### src/rtl/lane_accum_pkg.sv
// Shared definitions for the multi-lane frame accumulator: reduction modes,
// default parameters and a helper that extracts one lane from a packed bus.
package lane_accum_pkg;

  typedef enum logic [1:0] {
    MODE_SUM  = 2'd0,
    MODE_MAX  = 2'd1,
    MODE_MIN  = 2'd2,
    MODE_RSVD = 2'd3
  } mode_e;

  localparam int DEF_LANES     = 8;
  localparam int DEF_DATA_W    = 8;
  localparam int DEF_ACC_W     = 32;
  localparam int DEF_FRAME_LEN = 4;

  // Widest packed input bus and widest single lane the helper can serve.
  localparam int BUS_MAX   = 1024;
  localparam int SLICE_MAX = 64;

  // Returns the low SLICE_MAX bits starting at lane*width; the caller
  // truncates to its own lane width.
  function automatic logic [SLICE_MAX-1:0] lane_slice(
    input logic [BUS_MAX-1:0] bus,
    input int                 lane,
    input int                 width
  );
    return SLICE_MAX'(bus >> (lane * width));
  endfunction

endpackage

### src/rtl/lane_accum_if.sv
// Input and output channels of the frame accumulator.
// Handshake: a beat moves on a rising edge where vld=1 and busy=0; the
// producer holds vld/data until that edge, busy depends only on registered state.
interface lane_accum_if #(
  parameter int LANES  = 8,
  parameter int DATA_W = 8,
  parameter int ACC_W  = 32
);

  logic                    din_busy;
  logic                    din_vld;
  logic [LANES*DATA_W-1:0] din_data;
  logic [1:0]              din_mode;

  logic                    dout_busy;
  logic                    dout_vld;
  logic [LANES*ACC_W-1:0]  dout_data;
  logic [LANES-1:0]        dout_ovf;

  modport master (
    input  din_busy,
    output din_vld,
    output din_data,
    output din_mode,
    output dout_busy,
    input  dout_vld,
    input  dout_data,
    input  dout_ovf
  );

  modport slave (
    output din_busy,
    input  din_vld,
    input  din_data,
    input  din_mode,
    input  dout_busy,
    output dout_vld,
    output dout_data,
    output dout_ovf
  );

endinterface

### src/rtl/lane_accum_dut_lane.sv
// One lane of the accumulator: holds the running reduction and sum-wrap flag,
// and presents the value that includes the beat currently being accepted.
module lane_accum_lane
  import lane_accum_pkg::*;
#(
  parameter int DATA_W = 8,
  parameter int ACC_W  = 32
) (
  input  logic              clk,
  input  logic              rst,
  input  logic              i_accept,
  input  logic              i_first,
  input  mode_e             i_mode,
  input  logic [DATA_W-1:0] i_sample,
  output logic [ACC_W-1:0]  o_next_acc,
  output logic              o_next_ovf
);

  logic [ACC_W-1:0] r_acc;
  logic             r_ovf;
  logic [ACC_W-1:0] w_ext;
  logic [ACC_W:0]   w_sum;
  logic [ACC_W-1:0] w_next_acc;
  logic             w_next_ovf;

  assign w_ext = ACC_W'(i_sample);
  assign w_sum = {1'b0, r_acc} + {1'b0, w_ext};

  always_comb begin
    w_next_acc = r_acc;
    w_next_ovf = r_ovf;
    if (i_first) begin
      w_next_acc = w_ext;
      w_next_ovf = 1'b0;
    end else begin
      case (i_mode)
        MODE_MAX: w_next_acc = (w_ext > r_acc) ? w_ext : r_acc;
        MODE_MIN: w_next_acc = (w_ext < r_acc) ? w_ext : r_acc;
        // Reserved encoding reduces like a sum.
        default: begin
          w_next_acc = w_sum[ACC_W-1:0];
          w_next_ovf = r_ovf | w_sum[ACC_W];
        end
      endcase
    end
  end

  always_ff @(posedge clk) begin
    if (!rst) begin
      r_acc <= '0;
      r_ovf <= 1'b0;
    end else if (i_accept) begin
      r_acc <= w_next_acc;
      r_ovf <= w_next_ovf;
    end
  end

  assign o_next_acc = w_next_acc;
  assign o_next_ovf = w_next_ovf;

endmodule

### src/rtl/lane_accum_dut.sv
// Multi-lane frame accumulator: reduces FRAME_LEN beats per lane (sum/max/min)
// and parks the packed result in a one-deep output register.
module lane_accum_dut
  import lane_accum_pkg::*;
#(
  parameter int LANES     = DEF_LANES,
  parameter int DATA_W    = DEF_DATA_W,
  parameter int ACC_W     = DEF_ACC_W,
  parameter int FRAME_LEN = DEF_FRAME_LEN,
  localparam int CNT_W    = (FRAME_LEN > 1) ? $clog2(FRAME_LEN) : 1
) (
  input  logic             clk,
  input  logic             rst,
  lane_accum_if.slave      bus,
  output logic [CNT_W-1:0] o_dbg_cnt,
  output logic             o_dbg_out_full
);

  localparam logic [CNT_W-1:0] LAST_BEAT = CNT_W'(FRAME_LEN - 1);

  logic [CNT_W-1:0]       r_cnt;
  logic                   r_out_full;
  mode_e                  r_mode;
  logic [LANES*ACC_W-1:0] r_dout_data;
  logic [LANES-1:0]       r_dout_ovf;

  logic                   w_first;
  logic                   w_last;
  logic                   w_busy;
  logic                   w_in_fire;
  logic                   w_out_fire;
  logic [CNT_W-1:0]       w_cnt_nxt;
  logic                   w_full_nxt;
  logic                   w_load_out;
  logic [LANES*ACC_W-1:0] w_next_data;
  logic [LANES-1:0]       w_next_ovf;

  assign w_first    = (r_cnt == '0);
  assign w_last     = (r_cnt == LAST_BEAT);
  // Only a final beat can stall, and only while the previous result waits.
  assign w_busy     = w_last && r_out_full;
  assign w_in_fire  = bus.din_vld && !w_busy;
  assign w_out_fire = r_out_full && !bus.dout_busy;

  always_comb begin
    w_cnt_nxt  = r_cnt;
    w_full_nxt = r_out_full;
    w_load_out = 1'b0;
    if (w_out_fire) begin
      w_full_nxt = 1'b0;
    end
    if (w_in_fire) begin
      if (w_last) begin
        w_cnt_nxt  = '0;
        w_full_nxt = 1'b1;
        w_load_out = 1'b1;
      end else begin
        w_cnt_nxt = r_cnt + CNT_W'(1);
      end
    end
  end

  always_ff @(posedge clk) begin
    if (!rst) begin
      r_cnt      <= '0;
      r_out_full <= 1'b0;
    end else begin
      r_cnt      <= w_cnt_nxt;
      r_out_full <= w_full_nxt;
    end
  end

  always_ff @(posedge clk) begin
    if (!rst) begin
      r_mode <= MODE_SUM;
    end else if (w_in_fire && w_first) begin
      r_mode <= mode_e'(bus.din_mode);
    end
  end

  for (genvar gi = 0; gi < LANES; gi++) begin : g_lane
    logic [DATA_W-1:0] w_sample;

    assign w_sample = DATA_W'(lane_slice(BUS_MAX'(bus.din_data), gi, DATA_W));

    lane_accum_lane #(
      .DATA_W (DATA_W),
      .ACC_W  (ACC_W)
    ) u_lane (
      .clk        (clk),
      .rst        (rst),
      .i_accept   (w_in_fire),
      .i_first    (w_first),
      .i_mode     (r_mode),
      .i_sample   (w_sample),
      .o_next_acc (w_next_data[gi*ACC_W +: ACC_W]),
      .o_next_ovf (w_next_ovf[gi])
    );
  end

  always_ff @(posedge clk) begin
    if (!rst) begin
      r_dout_data <= '0;
      r_dout_ovf  <= '0;
    end else if (w_load_out) begin
      r_dout_data <= w_next_data;
      r_dout_ovf  <= w_next_ovf;
    end
  end

  assign bus.din_busy  = w_busy;
  assign bus.dout_vld  = r_out_full;
  assign bus.dout_data = r_dout_data;
  assign bus.dout_ovf  = r_dout_ovf;

  assign o_dbg_cnt      = r_cnt;
  assign o_dbg_out_full = r_out_full;

  a_hold_while_stalled : assert property (@(posedge clk) disable iff (!rst)
    (r_out_full && bus.dout_busy) |=> (r_out_full && $stable(r_dout_data) && $stable(r_dout_ovf)));

  a_no_drain_and_load : assert property (@(posedge clk) disable iff (!rst)
    !(w_out_fire && w_load_out));

endmodule

### src/flat_wrapper.sv
// flat-port wrapper written by rule: the top's interface ports become plain ports
module lane_accum_dut_flat import lane_accum_pkg::*;
#(
  parameter int LANES     = DEF_LANES,
  parameter int DATA_W    = DEF_DATA_W,
  parameter int ACC_W     = DEF_ACC_W,
  parameter int FRAME_LEN = DEF_FRAME_LEN,
  localparam int CNT_W    = (FRAME_LEN > 1) ? $clog2(FRAME_LEN) : 1
)
  (clk, rst, o_dbg_cnt, o_dbg_out_full, bus_din_busy, bus_din_vld, bus_din_data, bus_din_mode, bus_dout_busy, bus_dout_vld, bus_dout_data, bus_dout_ovf);
  lane_accum_if #(.LANES(LANES), .DATA_W(DATA_W), .ACC_W(ACC_W)) bus_i ();
  input  logic clk;
  input  logic rst;
  output logic [CNT_W-1:0] o_dbg_cnt;
  output logic o_dbg_out_full;
  output wire logic [$bits(bus_i.din_busy)-1:0] bus_din_busy;
  input wire logic [$bits(bus_i.din_vld)-1:0] bus_din_vld;
  input wire logic [$bits(bus_i.din_data)-1:0] bus_din_data;
  input wire logic [$bits(bus_i.din_mode)-1:0] bus_din_mode;
  input wire logic [$bits(bus_i.dout_busy)-1:0] bus_dout_busy;
  output wire logic [$bits(bus_i.dout_vld)-1:0] bus_dout_vld;
  output wire logic [$bits(bus_i.dout_data)-1:0] bus_dout_data;
  output wire logic [$bits(bus_i.dout_ovf)-1:0] bus_dout_ovf;
  assign bus_din_busy = bus_i.din_busy;
  assign bus_i.din_vld = bus_din_vld;
  assign bus_i.din_data = bus_din_data;
  assign bus_i.din_mode = bus_din_mode;
  assign bus_i.dout_busy = bus_dout_busy;
  assign bus_dout_vld = bus_i.dout_vld;
  assign bus_dout_data = bus_i.dout_data;
  assign bus_dout_ovf = bus_i.dout_ovf;
  lane_accum_dut #(.LANES(LANES), .DATA_W(DATA_W), .ACC_W(ACC_W), .FRAME_LEN(FRAME_LEN)) u_core (.clk(clk), .rst(rst), .bus(bus_i), .o_dbg_cnt(o_dbg_cnt), .o_dbg_out_full(o_dbg_out_full));
endmodule
### config.mk
export PLATFORM = sky130hd
export DESIGN_NAME = lane_accum_dut_flat
export DESIGN_NICKNAME = d
export VERILOG_FILES = /design/src/rtl/lane_accum_pkg.sv /design/src/rtl/lane_accum_if.sv /design/src/rtl/lane_accum_dut_lane.sv /design/src/rtl/lane_accum_dut.sv /design/src/flat_wrapper.sv
export SDC_FILE = /design/constraint.sdc
export NUM_CORES = 2
export LEC_CHECK = 0
export ABC_CLOCK_PERIOD_IN_PS = 3300
export CAP_MARGIN = 20
export CORE_MARGIN = 2
export CORE_UTILIZATION = 30
export CTS_CLUSTER_DIAMETER = 80
export DETAILED_ROUTE_END_ITERATION = 16
export HOLD_SLACK_MARGIN = 0.1
export PLACE_DENSITY = 0.54
export SLEW_MARGIN = 0
export SYNTH_ARGS = -nofsm -noshare
export SYNTH_HDL_FRONTEND = slang
export SYNTH_SLANG_ARGS = --single-unit
### constraint.sdc
create_clock -name clk -period 3.3 [get_ports clk]
set_input_delay 0.99 -clock clk [delete_from_list [all_inputs] [get_ports clk]]
set_output_delay 0.99 -clock clk [all_outputs]
set_load 0.05 [all_outputs]
==> flow_summary.toml <==
[worst_setup_path]
cp-end-kind = "flip-flop"
r2r_start = "u_core.g_lane[0].u_lane.r_acc[0]"
crit_path_max_fanout = 6
crit_path_start = "bus_din_data[15]"
start_kind = "input pin"
slowest_delay_ps = 480
cp_slowest_cell = "clkdlybuf4s50_1"
path_cells = "clkdlybuf4s50_1, ha_1, a21oi_1, o21ai_0, buf_4, o21a_1, buf_4, a221o_1, buf_12, nand2_1, o21ai_0"
worst_ep_required_time_ps = 3820
crit_family = "compound AO/OA/AOI/OAI gates"
critical_path_class = "in -> reg"
critPathBufInv = 4
arrival_ps = 3760

[clock_network]
cts_tree = "built"
ctsHoldBuffers = 0
cts_root_buf = "clkbuf_16"
clock_latency_ps = 650
clk_pin_slew_worst_paths_ps = 60
ctsHtreeMaxLevel = 3
cts_sinks = 533
cts_buffers = 68
cts_buffer_depth = 3

[global_route]
gr-total-overflow = 0
grt_antenna_before_repair = 7
grt_usage_pct = 24.0
grt_max_degree = 85
grt_pass1_wl_um = 199000
grt_pass1_vias = 31100

[drt]
top_layer_used = "met5"
first_pass_iters = 6
via_count = 34000
antenna_left = 0
drt_first_iter_violations = 3213
route.met2.wl_um = 54800
routed_wl_um = 134000
routed-wl-met3_um = 12400
drc = 0
vias_per_cell = 5.53
wl_met1_um = 62500
wl_per_cell_um = 21.7

[logic_synthesis]
synth_top_area_share_pct = 34.2
yosysWarnings = 0
syn_area_mm2 = 0.0312
netlist_top_cells_count = "dfxtp_1 (533), nand2_1 (470), o21ai_0 (336)"
ys_types = 107
synth_nets = 4199
synth-main-ff-cell = "dfxtp_1"
yosysTopAreaCell = "dfxtp_1"
synth_area_leaders = "dfxtp_1 (34%), nand2_1 (5.6%), o21ai_0 (5.4%)"
synth-async-reset-ratio_pct = 0
syn_inst = 3989
yosysMostFrequentCell = "dfxtp_1"
seq_area_frac_synth_pct = 34.2
synth_edf_count = 0
syn_area_per_cell_um2 = 7.83
ys_ff_latch = 533

[timing]
fmax_mhz = 308
fin_skew_ps = 31.3
setup_viol = 0
slew-limit-headroom_pct = 45.9
hold_viol = 0
worstMarginPinSlew_ps = 809
slew_violations = 0
period_share_pct = 98.4
period_needed_ps = 3250
hold_ws_ps = 437

[placement]
dpl_cell_area_mm2 = 0.0404
dp_hpwl_um = 99100
portBuffers = 338
dp.cells = 6017
gp_congestion = 0.943

[floorplanning]
dieArea_mm2 = 0.107
fp.dieW_um = 327
core-area_mm2 = 0.103
pin_count = 339
initial_utilization_pct = 30.2
dieHeight_um = 327
core.rowCount = 118

[power_and_ir_drop]
power_density_mw_per_mm2 = 417
power.internal_uw = 12700
power_switching_share_pct = 29.5
power_frac_seq_pct = 36.8
switchingPower_uw = 5300
p_comb_share_pct = 19.5
total_leakage_power_uw = 0.0165
p_total_uw = 18000
power_frac_clock_pct = 43.7
peakVddDrop_mv = 0.305

[cells_and_area]
final_cells = 6145
area_growth_pct = 37.9
nFillCells = 10600
fin_nets = 4924
final_area_mm2 = 0.0431
layout-drive-gt1-share_pct = 19.0

[status]
outcome = "finished, final reports clean"

[run]
maxCapViolations = 0

[min_path]
hp-start = "u_core.bus.dout_ovf[6]"
hold_path_class = "reg -> reg"
-- final timing paths --
path                                                          end  slack (ps)  cells after the start
worst min-delay path                       u_core.bus.dout_ovf[6]         440                      2
worst min register to register             u_core.bus.dout_ovf[6]         440                      2
worst max-delay path            u_core.g_lane[1].u_lane.r_acc[11]          50                     11
worst max register to register  u_core.g_lane[0].u_lane.r_acc[20]         360                     11
-- metal layers --
layer  up-vias  global-route usage [%]
met1     16200                    34.8
li1      16300                       -
met2      1364                    34.2
met4         8                    7.82
met5         -                       0
met3       177                    6.33
-- metrics by stage --
stage / setup TNS (ps) / setup slack, ps / util (%)
floorplan: -34.0 / -17.7 / -
global placement: -218710 / -857 / 39.1
detailed placement: -230890 / -842 / 39.1
CTS: 0 / 6.03 / 41.3
global route: -21.9 / -13.1 / 41.7
finish: 0 / 54.1 / 41.7
-- timing repair --
item,CTS,global route
endpoints found under the hold margin,0,0
pin swaps,3,22
setup endpoints to repair,12,202
resized for setup,6,82
cloned,0,1
setup buffers,1,5
-- cell usage in the layout, fill, tap and decap left out, drive strengths merged, types with 55 or more instances in the layout --
cell           Yosys  layout
or3               55      55
ha               132     132
nor3             119     119
xor2              57      57
xnor2             59      59
nand2            471     471
dfxtp            533     533
nand4            139     139
nor4              90      90
a21oi            264     264
and3              62      62
clkbuf           264      92
nand3            156     156
a31oi             79      79
o211ai            59      59
nor2             208     208
o21ai            344     344
buf               50     633
inv              159     163
clkdlybuf4s50      0     330
-- power groups by stage --
stage / registers, uW / logic, uW / clock network, uW
global route: 6620 / 3780 / 8220
finish: 6610 / 3500 / 7840
global placement: 6740 / 3380 / 0
floorplan: 6770 / 1650 / 0
CTS: 6610 / 3410 / 7990
detailed placement: 6750 / 3390 / 0
-- sequential cells by signal (all words and copies together) (netlist names) --
| register | count |
|---|---|
| u_core.bus.dout_data | 256 |
| u_core.g_lane.u_lane.r_acc | 256 |
| u_core.r_mode | 2 |
| u_core.g_lane.u_lane.r_ovf | 8 |
| u_core.o_dbg_cnt | 2 |
| u_core.bus.dout_ovf | 8 |
| u_core.bus.dout_vld | 1 |
-- area by class of cell --
| class | count | area [um^2] | area share [%] |
|---|---|---|---|
| diodes | 1 | 2.50 | 0.00581 |
| clock buffers | 92 | 1930 | 4.49 |
| clock inverters | 28 | 358 | 0.831 |
| inverters | 159 | 597 | 1.39 |
| multi-input cells | 2982 | 19100 | 44.5 |
| flip-flops and latches | 533 | 10700 | 24.8 |
| well taps | 1380 | 1730 | 4.01 |
| repair buffers | 970 | 8640 | 20.1 |
-- cells by family (layout without fill, tap and decap cells) --
| group | count (synthesis) | count (layout) | synth area share [%] |
|---|---|---|---|
| AO/OA/AOI/OAI | 1225 | 1225 | 25.9 |
| multiplexers | 30 | 30 | 0.998 |
| AND/OR/NAND/NOR | 1471 | 1471 | 23.7 |
| XOR/XNOR | 116 | 116 | 3.25 |
| buffers and inverters | 474 | 1249 | 6.14 |
| adder cells (fa/ha/maj) | 140 | 140 | 5.80 |
| other | 0 | 1 | 0 |
| flip-flops | 533 | 533 | 34.2 |
-- worst reg2reg max path, cell delays in order, from the launching register on --
cell and delay, ps:
dfxtp_1 380, ha_2 200, inv_1 50, fa_2 340, o21ba_2 220, or4_4 560, a31oi_4 170, buf_12 150
and2_4 150, nand4_1 110, or4_1 480, nand3_1 90
(Power assumes the default switching activity.)
